===== src/rtl/rates_byte_packer_pkg.sv =====
// rates_byte_packer_pkg: shared constants, byte type and keep-mask helper for the rates byte datapath
package rates_byte_packer_pkg;

    localparam int DEFAULT_DATA_WIDTH_IN_BYTES = 4;
    localparam int MAX_BYTES = 64;

    typedef logic [7:0] byte_t;

    function automatic logic [MAX_BYTES-1:0] keep_from_count(input int nbytes);
        logic [MAX_BYTES-1:0] k;
        for (int i = 0; i < MAX_BYTES; i++) k[i] = (i < nbytes);
        return k;
    endfunction

endpackage


===== src/rtl/rates_byte_packer_beat_reg.sv =====
// rates_beat_reg: AXI-stream style output holding register, loads a new beat whenever the slot is free
module rates_beat_reg #(
    parameter int W = 4
) (
    input  logic           clk,
    input  logic           rst,
    input  logic           load,
    input  logic [8*W-1:0] in_data,
    input  logic [W-1:0]   in_keep,
    input  logic           in_last,
    output logic           out_free,
    output logic [8*W-1:0] m_data,
    output logic [W-1:0]   m_keep,
    output logic           m_last,
    output logic           m_valid,
    input  logic           m_ready
);

    assign out_free = !m_valid || m_ready;

    // hold the beat while stalled; on a free slot either take the new beat or go idle
    always_ff @(posedge clk) begin
        if (rst) begin
            m_valid <= 1'b0;
            m_data  <= '0;
            m_keep  <= '0;
            m_last  <= 1'b0;
        end else if (out_free) begin
            m_valid <= load;
            if (load) begin
                m_data <= in_data;
                m_keep <= in_keep;
                m_last <= in_last;
            end
        end
    end

endmodule


===== src/rtl/rates_byte_packer.sv =====
// rates_byte_packer: gathers a byte-serial message stream into wide beats with keep and last
module rates_byte_packer
    import rates_byte_packer_pkg::*;
#(
    parameter int DATA_WIDTH_IN_BYTES = DEFAULT_DATA_WIDTH_IN_BYTES,
    parameter int MSG_CNT_WIDTH       = 32
) (
    input  logic                             clk,
    input  logic                             rst,
    input  logic [7:0]                       s_data,
    input  logic                             s_valid,
    output logic                             s_ready,
    input  logic                             s_last,
    output logic [8*DATA_WIDTH_IN_BYTES-1:0] m_data,
    output logic [DATA_WIDTH_IN_BYTES-1:0]   m_keep,
    output logic                             m_last,
    output logic                             m_valid,
    input  logic                             m_ready,
    output logic [MSG_CNT_WIDTH-1:0]         msg_count
);

    localparam int N  = DATA_WIDTH_IN_BYTES;
    localparam int CW = $clog2(N + 1);

    byte_t [N-1:0] acc;
    byte_t [N-1:0] acc_w;
    logic [CW-1:0] cnt;
    logic [CW-1:0] n_w;
    logic [N-1:0]  keep_w;
    logic          rst_q;
    logic          pending;
    logic          p_last;
    logic          in_hs;
    logic          complete;
    logic          load;
    logic          out_free;

    assign s_ready  = !rst_q && !pending;
    assign in_hs    = s_valid && s_ready;
    assign n_w      = cnt + CW'(in_hs);
    assign complete = in_hs && (cnt == CW'(N - 1) || s_last);
    assign load     = (complete || pending) && out_free;
    assign keep_w   = N'(keep_from_count(int'(n_w)));

    // accumulator as it would look with the current byte written into lane cnt
    always_comb begin
        acc_w = acc;
        for (int i = 0; i < N; i++) acc_w[i] = (in_hs && cnt == CW'(i)) ? s_data : acc[i];
    end

    // lane counter, accumulator and pending beat; cleared whenever a beat moves to the output
    always_ff @(posedge clk) begin
        if (rst) begin
            rst_q   <= 1'b1;
            acc     <= '0;
            cnt     <= '0;
            pending <= 1'b0;
            p_last  <= 1'b0;
        end else begin
            rst_q <= 1'b0;
            if (load) begin
                acc     <= '0;
                cnt     <= '0;
                pending <= 1'b0;
            end else if (in_hs) begin
                acc     <= acc_w;
                cnt     <= n_w;
                pending <= complete;
                p_last  <= s_last;
            end
        end
    end

    rates_beat_reg #(.W(N)) u_beat_reg (
        .clk      (clk),
        .rst      (rst),
        .load     (load),
        .in_data  (acc_w),
        .in_keep  (keep_w),
        .in_last  (pending ? p_last : s_last),
        .out_free (out_free),
        .m_data   (m_data),
        .m_keep   (m_keep),
        .m_last   (m_last),
        .m_valid  (m_valid),
        .m_ready  (m_ready)
    );

    // count messages as their final beat is handed downstream
    always_ff @(posedge clk) begin
        if (rst) msg_count <= '0;
        else if (m_valid && m_ready && m_last) msg_count <= msg_count + 1'b1;
    end

endmodule


===== config.mk =====
export PLATFORM = sky130hd
export DESIGN_NAME = rates_byte_packer
export DESIGN_NICKNAME = d
export VERILOG_FILES = /design/src/rtl/rates_byte_packer_pkg.sv /design/src/rtl/rates_byte_packer_beat_reg.sv /design/src/rtl/rates_byte_packer.sv
export SDC_FILE = /design/constraint.sdc
export NUM_CORES = 1
export LEC_CHECK = 0
export ABC_CLOCK_PERIOD_IN_PS = 2410
export BUFFER_PORTS_ARGS = -buffer_cell sky130_fd_sc_hd__buf_2
export CORE_MARGIN = 5
export CORE_UTILIZATION = 55
export DETAILED_ROUTE_END_ITERATION = 7
export HOLD_SLACK_MARGIN = 0.06
export PLACE_DENSITY = 0.87
export SYNTH_ARGS = -nofsm -noshare
export SYNTH_HDL_FRONTEND = slang
export SYNTH_SLANG_ARGS = --single-unit

===== constraint.sdc =====
create_clock -name clk -period 2.41 [get_ports clk]
set_clock_uncertainty 0.05 [all_clocks]
set_input_delay 0.241 -clock clk [delete_from_list [all_inputs] [get_ports clk]]
set_output_delay 0.241 -clock clk [all_outputs]
set_load 0.02 [all_outputs]

==> summary.md <==
| Metric | Value |
|---|---|
| #FFs+latches synth | `108` |
| Min-Delay Path Class | `primary input to register` |
| Final Net Count | `550` |
| M2 GR Usage | `39.4%` |
| # DRC | `0` |
| Via count normalized by instance count | `5.92` |
| CTS buffer count | `9` |
| Final Hold Fails | `0` |
| DR vias | `3793` |
| CTS max path bufs | `2` |
| Fmax | `0.439 GHz` |
| Crit. End Element | `register` |
| Max Cap Viol | `0` |
| Compound-Gate Fraction of Synth Area | `15.5%` |
| Ys flop type | `dfxtp_1` |
| Syn_area_per_cell | `9.53 um^2` |
| Rel. slew slack | `62.3%` |
| Number of antenna diodes | `0` |
| Reg-to-Reg End | `msg_count[28]` |
| Fill cells | `609` |
| H-tree levels | `3` |
| Mapped cell area | `4370 um^2` |
| Crit path capture | `msg_count[28]` |
| Die ar. | `9830 um^2` |
| CTS sink cnt | `108` |
| Ports | `84` |
| Initial antenna violation count | `0` |
| Skew-Pair Late Insertion Delay | `0.38 ns` |
| M3 GR Usage | `5.47%` |
| Die Wd | `99.2 um` |
| Fin cells | `641` |
| Max incr delay on CP | `0.63 ns` |
| Cells after Synth | `459` |
| Worst setup path startpoint | `msg_count[0]` |
| Share of cells above drive strength 1 | `23.0%` |
| LEAKAGE | `2.15 nW` |
| Slew Limit Fails | `0` |
| WL final | `10.8 mm` |
| DR WL/cell | `16.9 um` |
| RSZ-0062 raised after global routing | `false` |
| Crit-path cells | `ha_1, nand4_4, or4_4, nor4_2, mux2_2` |
| Syn nets | `475` |
| Post-route cell area | `5060 um^2` |
| Post-synthesis mux area share | `10.3%` |
| Worst path slowest cell | `or4_4` |
| Grt peak-use layer | `met2` |
| Most common cell after layout, fill and taps aside | `dfxtp_1` |
| M1 GR Usage | `25.9%` |
| Number of flops mapped to enable cells by yosys | `0` |
| Largest family of logic cells by synthesized area | `simple AND/OR/NAND/NOR gates` |
| IO Port Bufs | `83` |
| Die height | `99.2 um` |
| CP Class | `register to register` |
| GRT overflow | `0` |
| Starting DRT DRC Count | `296` |
| Area fraction of the dominant cell type after synthesis | `49.4%` |
| First-pass GRT wire length | `17.8 mm` |
| Fin Setup TNS | `0 ns` |
| Reg2reg path depth | `5` |
| Root buffer cell | `clkbuf_8` |
| Ys async rst share | `0%` |
| Vias in the first global route | `3653` |
| Final Critical Period | `2.28 ns` |
| CTS tree | `yes` |
| Register area | `2160 um^2` |
| Status | `complete, no violations` |
| DP Wirelength | `7.51 mm` |
| Final Setup Violations | `0` |
| Starting Density | `56.6%` |
| Synth Area in Adders | `0.858%` |
| Drt first pass iters | `4` |
| Area post-placement | `4880 um^2` |
| P&R area growth vs syn | `15.8%` |
| Post-synthesis simple-gate area fraction | `18.2%` |
| Gr usage total | `22.1%` |
| Placed insts | `625` |
| Worst-Margin Slew | `0.564 ns` |
| Maximum vdd drop | `0.468 mV` |
| Area of the multi-input gates | `2050 um^2` |
| WP data arrival | `2.51 ns` |
| Clk slew on worst S/H paths | `0.11 ns` |
| Ys Warns | `0` |
| Slack of the worst reg-to-reg path | `0.13 ns` |
| XOR/XNOR share of the synthesized area | `2.00%` |
| GPL Wtd Cong | `0.788` |
| Antenna Nets Post-Route | `0` |
| Share of the yosys chip area belonging to registers | `49.4%` |
| Tcrit/Tclk final | `94.5%` |
| Largest net degree at the start of global routing | `36` |
| PD cells | `650 nW/um^2` |
| Post-synth cell types | `41` |
| CP required | `2.64 ns` |
| Critical Path Source Type | `register` |
| Synth area leader | `dfxtp_1` |
| Top cells by area, synth | `dfxtp_1 (49%), mux2i_1 (8.2%), a21oi_1 (6.3%), a211oi_1 (6.2%), nor2_1 (4.8%)` |
| Hold buffer count at CTS | `0` |
| Core area | `7730 um^2` |
| R2R Path Start | `msg_count[0]` |
| FP Rows | `32` |
| Largest fanout on the critical path | `19` |
| Commonest non-fill, non-tap cells in the layout | `dfxtp_1 (108), buf_2 (83), nor2_1 (56), a21oi_1 (55)` |
[worst max-delay path: cells and delay by family, from the launching register on]
| kind | cells | cell delay, ns |
|---|---|---|
| mux | 1 | 0.37 |
| flops | 1 | 0.42 |
| fa+ha+maj | 1 | 0.22 |
| simple gates | 3 | 1.14 |
[sequential cells by signal, summed over array words and instances, names as in the netlist]
signal              flops
acc                    32
cnt                     3
msg_count              32
p_last                  1
pending                 1
rst_q                   1
u_beat_reg.m_data      32
u_beat_reg.m_keep       4
u_beat_reg.m_last       1
u_beat_reg.m_valid      1
[stage by stage]
| step | worst slack (ns) | hold slack (ns) | total power [W] | util [%] |
|---|---|---|---|---|
| 2_1_floorplan | 0.125 | 0.219 | 0.00215 | - |
| 3_3_place_gp | 0.225 | 0.410 | 0.00227 | 63.1 |
| 3_5_place_dp | 0.128 | 0.432 | 0.00228 | 63.1 |
| 4_1_cts | 0.122 | 0.142 | 0.00331 | 65.4 |
| 5_1_grt | 0.00336 | 0.159 | 0.00342 | 65.5 |
| 6_report | 0.131 | 0.157 | 0.00329 | 65.5 |
[where the power goes]
part	total (W)	internal, W	switching [W]
combinational	0.000363	0.000125	0.000238
sequential	0.00188	0.00184	0.0000360
clock	0.00105	0.000393	0.000654
[Yosys cell counts, types with 7 or more instances]
master and n:
dfxtp_1 108, nor4_1 7, a211oi_1 36, nand4_1 9, or4_1 9, mux2i_1 36
buf_2 12, mux2_2 8, o31ai_1 9, nor2b_1 9, nand3_1 11, clkbuf_1 15
nor2_1 56, and3_1 9, nand2_1 11, a21oi_1 55
[routing by layer]
metal  vias to the layer above  share of wire (%)
met5                         -                  0
met4                         0                2.0
met3                        17                6.5
met2                       124                 51
met1                      1832                 40
li1                       1820                  -
[timing repair]
item / CTS / global route
setup endpoints to repair: 0 / 1
resized for setup: 0 / 1
setup buffers: 0 / 0
[worst min-delay path by stage]
stage	startpoint	endpoint	cells after the start
after floorplan	rst	rst_q	0
after global placement	p_last	p_last	2
after CTS	s_data[6]	acc[22]	3
after detailed placement	acc[26]	acc[26]	2
after global routing	s_data[7]	acc[23]	3
final	s_data[6]	acc[30]	3
[cell type report]
class / instances / area share, %
inverters: 6 / 0.445
clock inverters: 7 / 1.14
well taps: 102 / 2.52
repair buffers: 95 / 10.2
multi-input cells: 314 / 40.5
flip-flops and latches: 108 / 42.7
clock buffers: 9 / 2.45
[cells by family after synthesis]
| family | after synthesis |
|---|---|
| muxes | 44 |
| adders and majority gates | 3 |
| buffers and inverters | 37 |
| and+or+nand+nor | 147 |
| AOI/OAI and AO/OA | 110 |
| xor gates and xnor gates | 10 |
| DFF | 108 |
(Power assumes the default switching activity.)
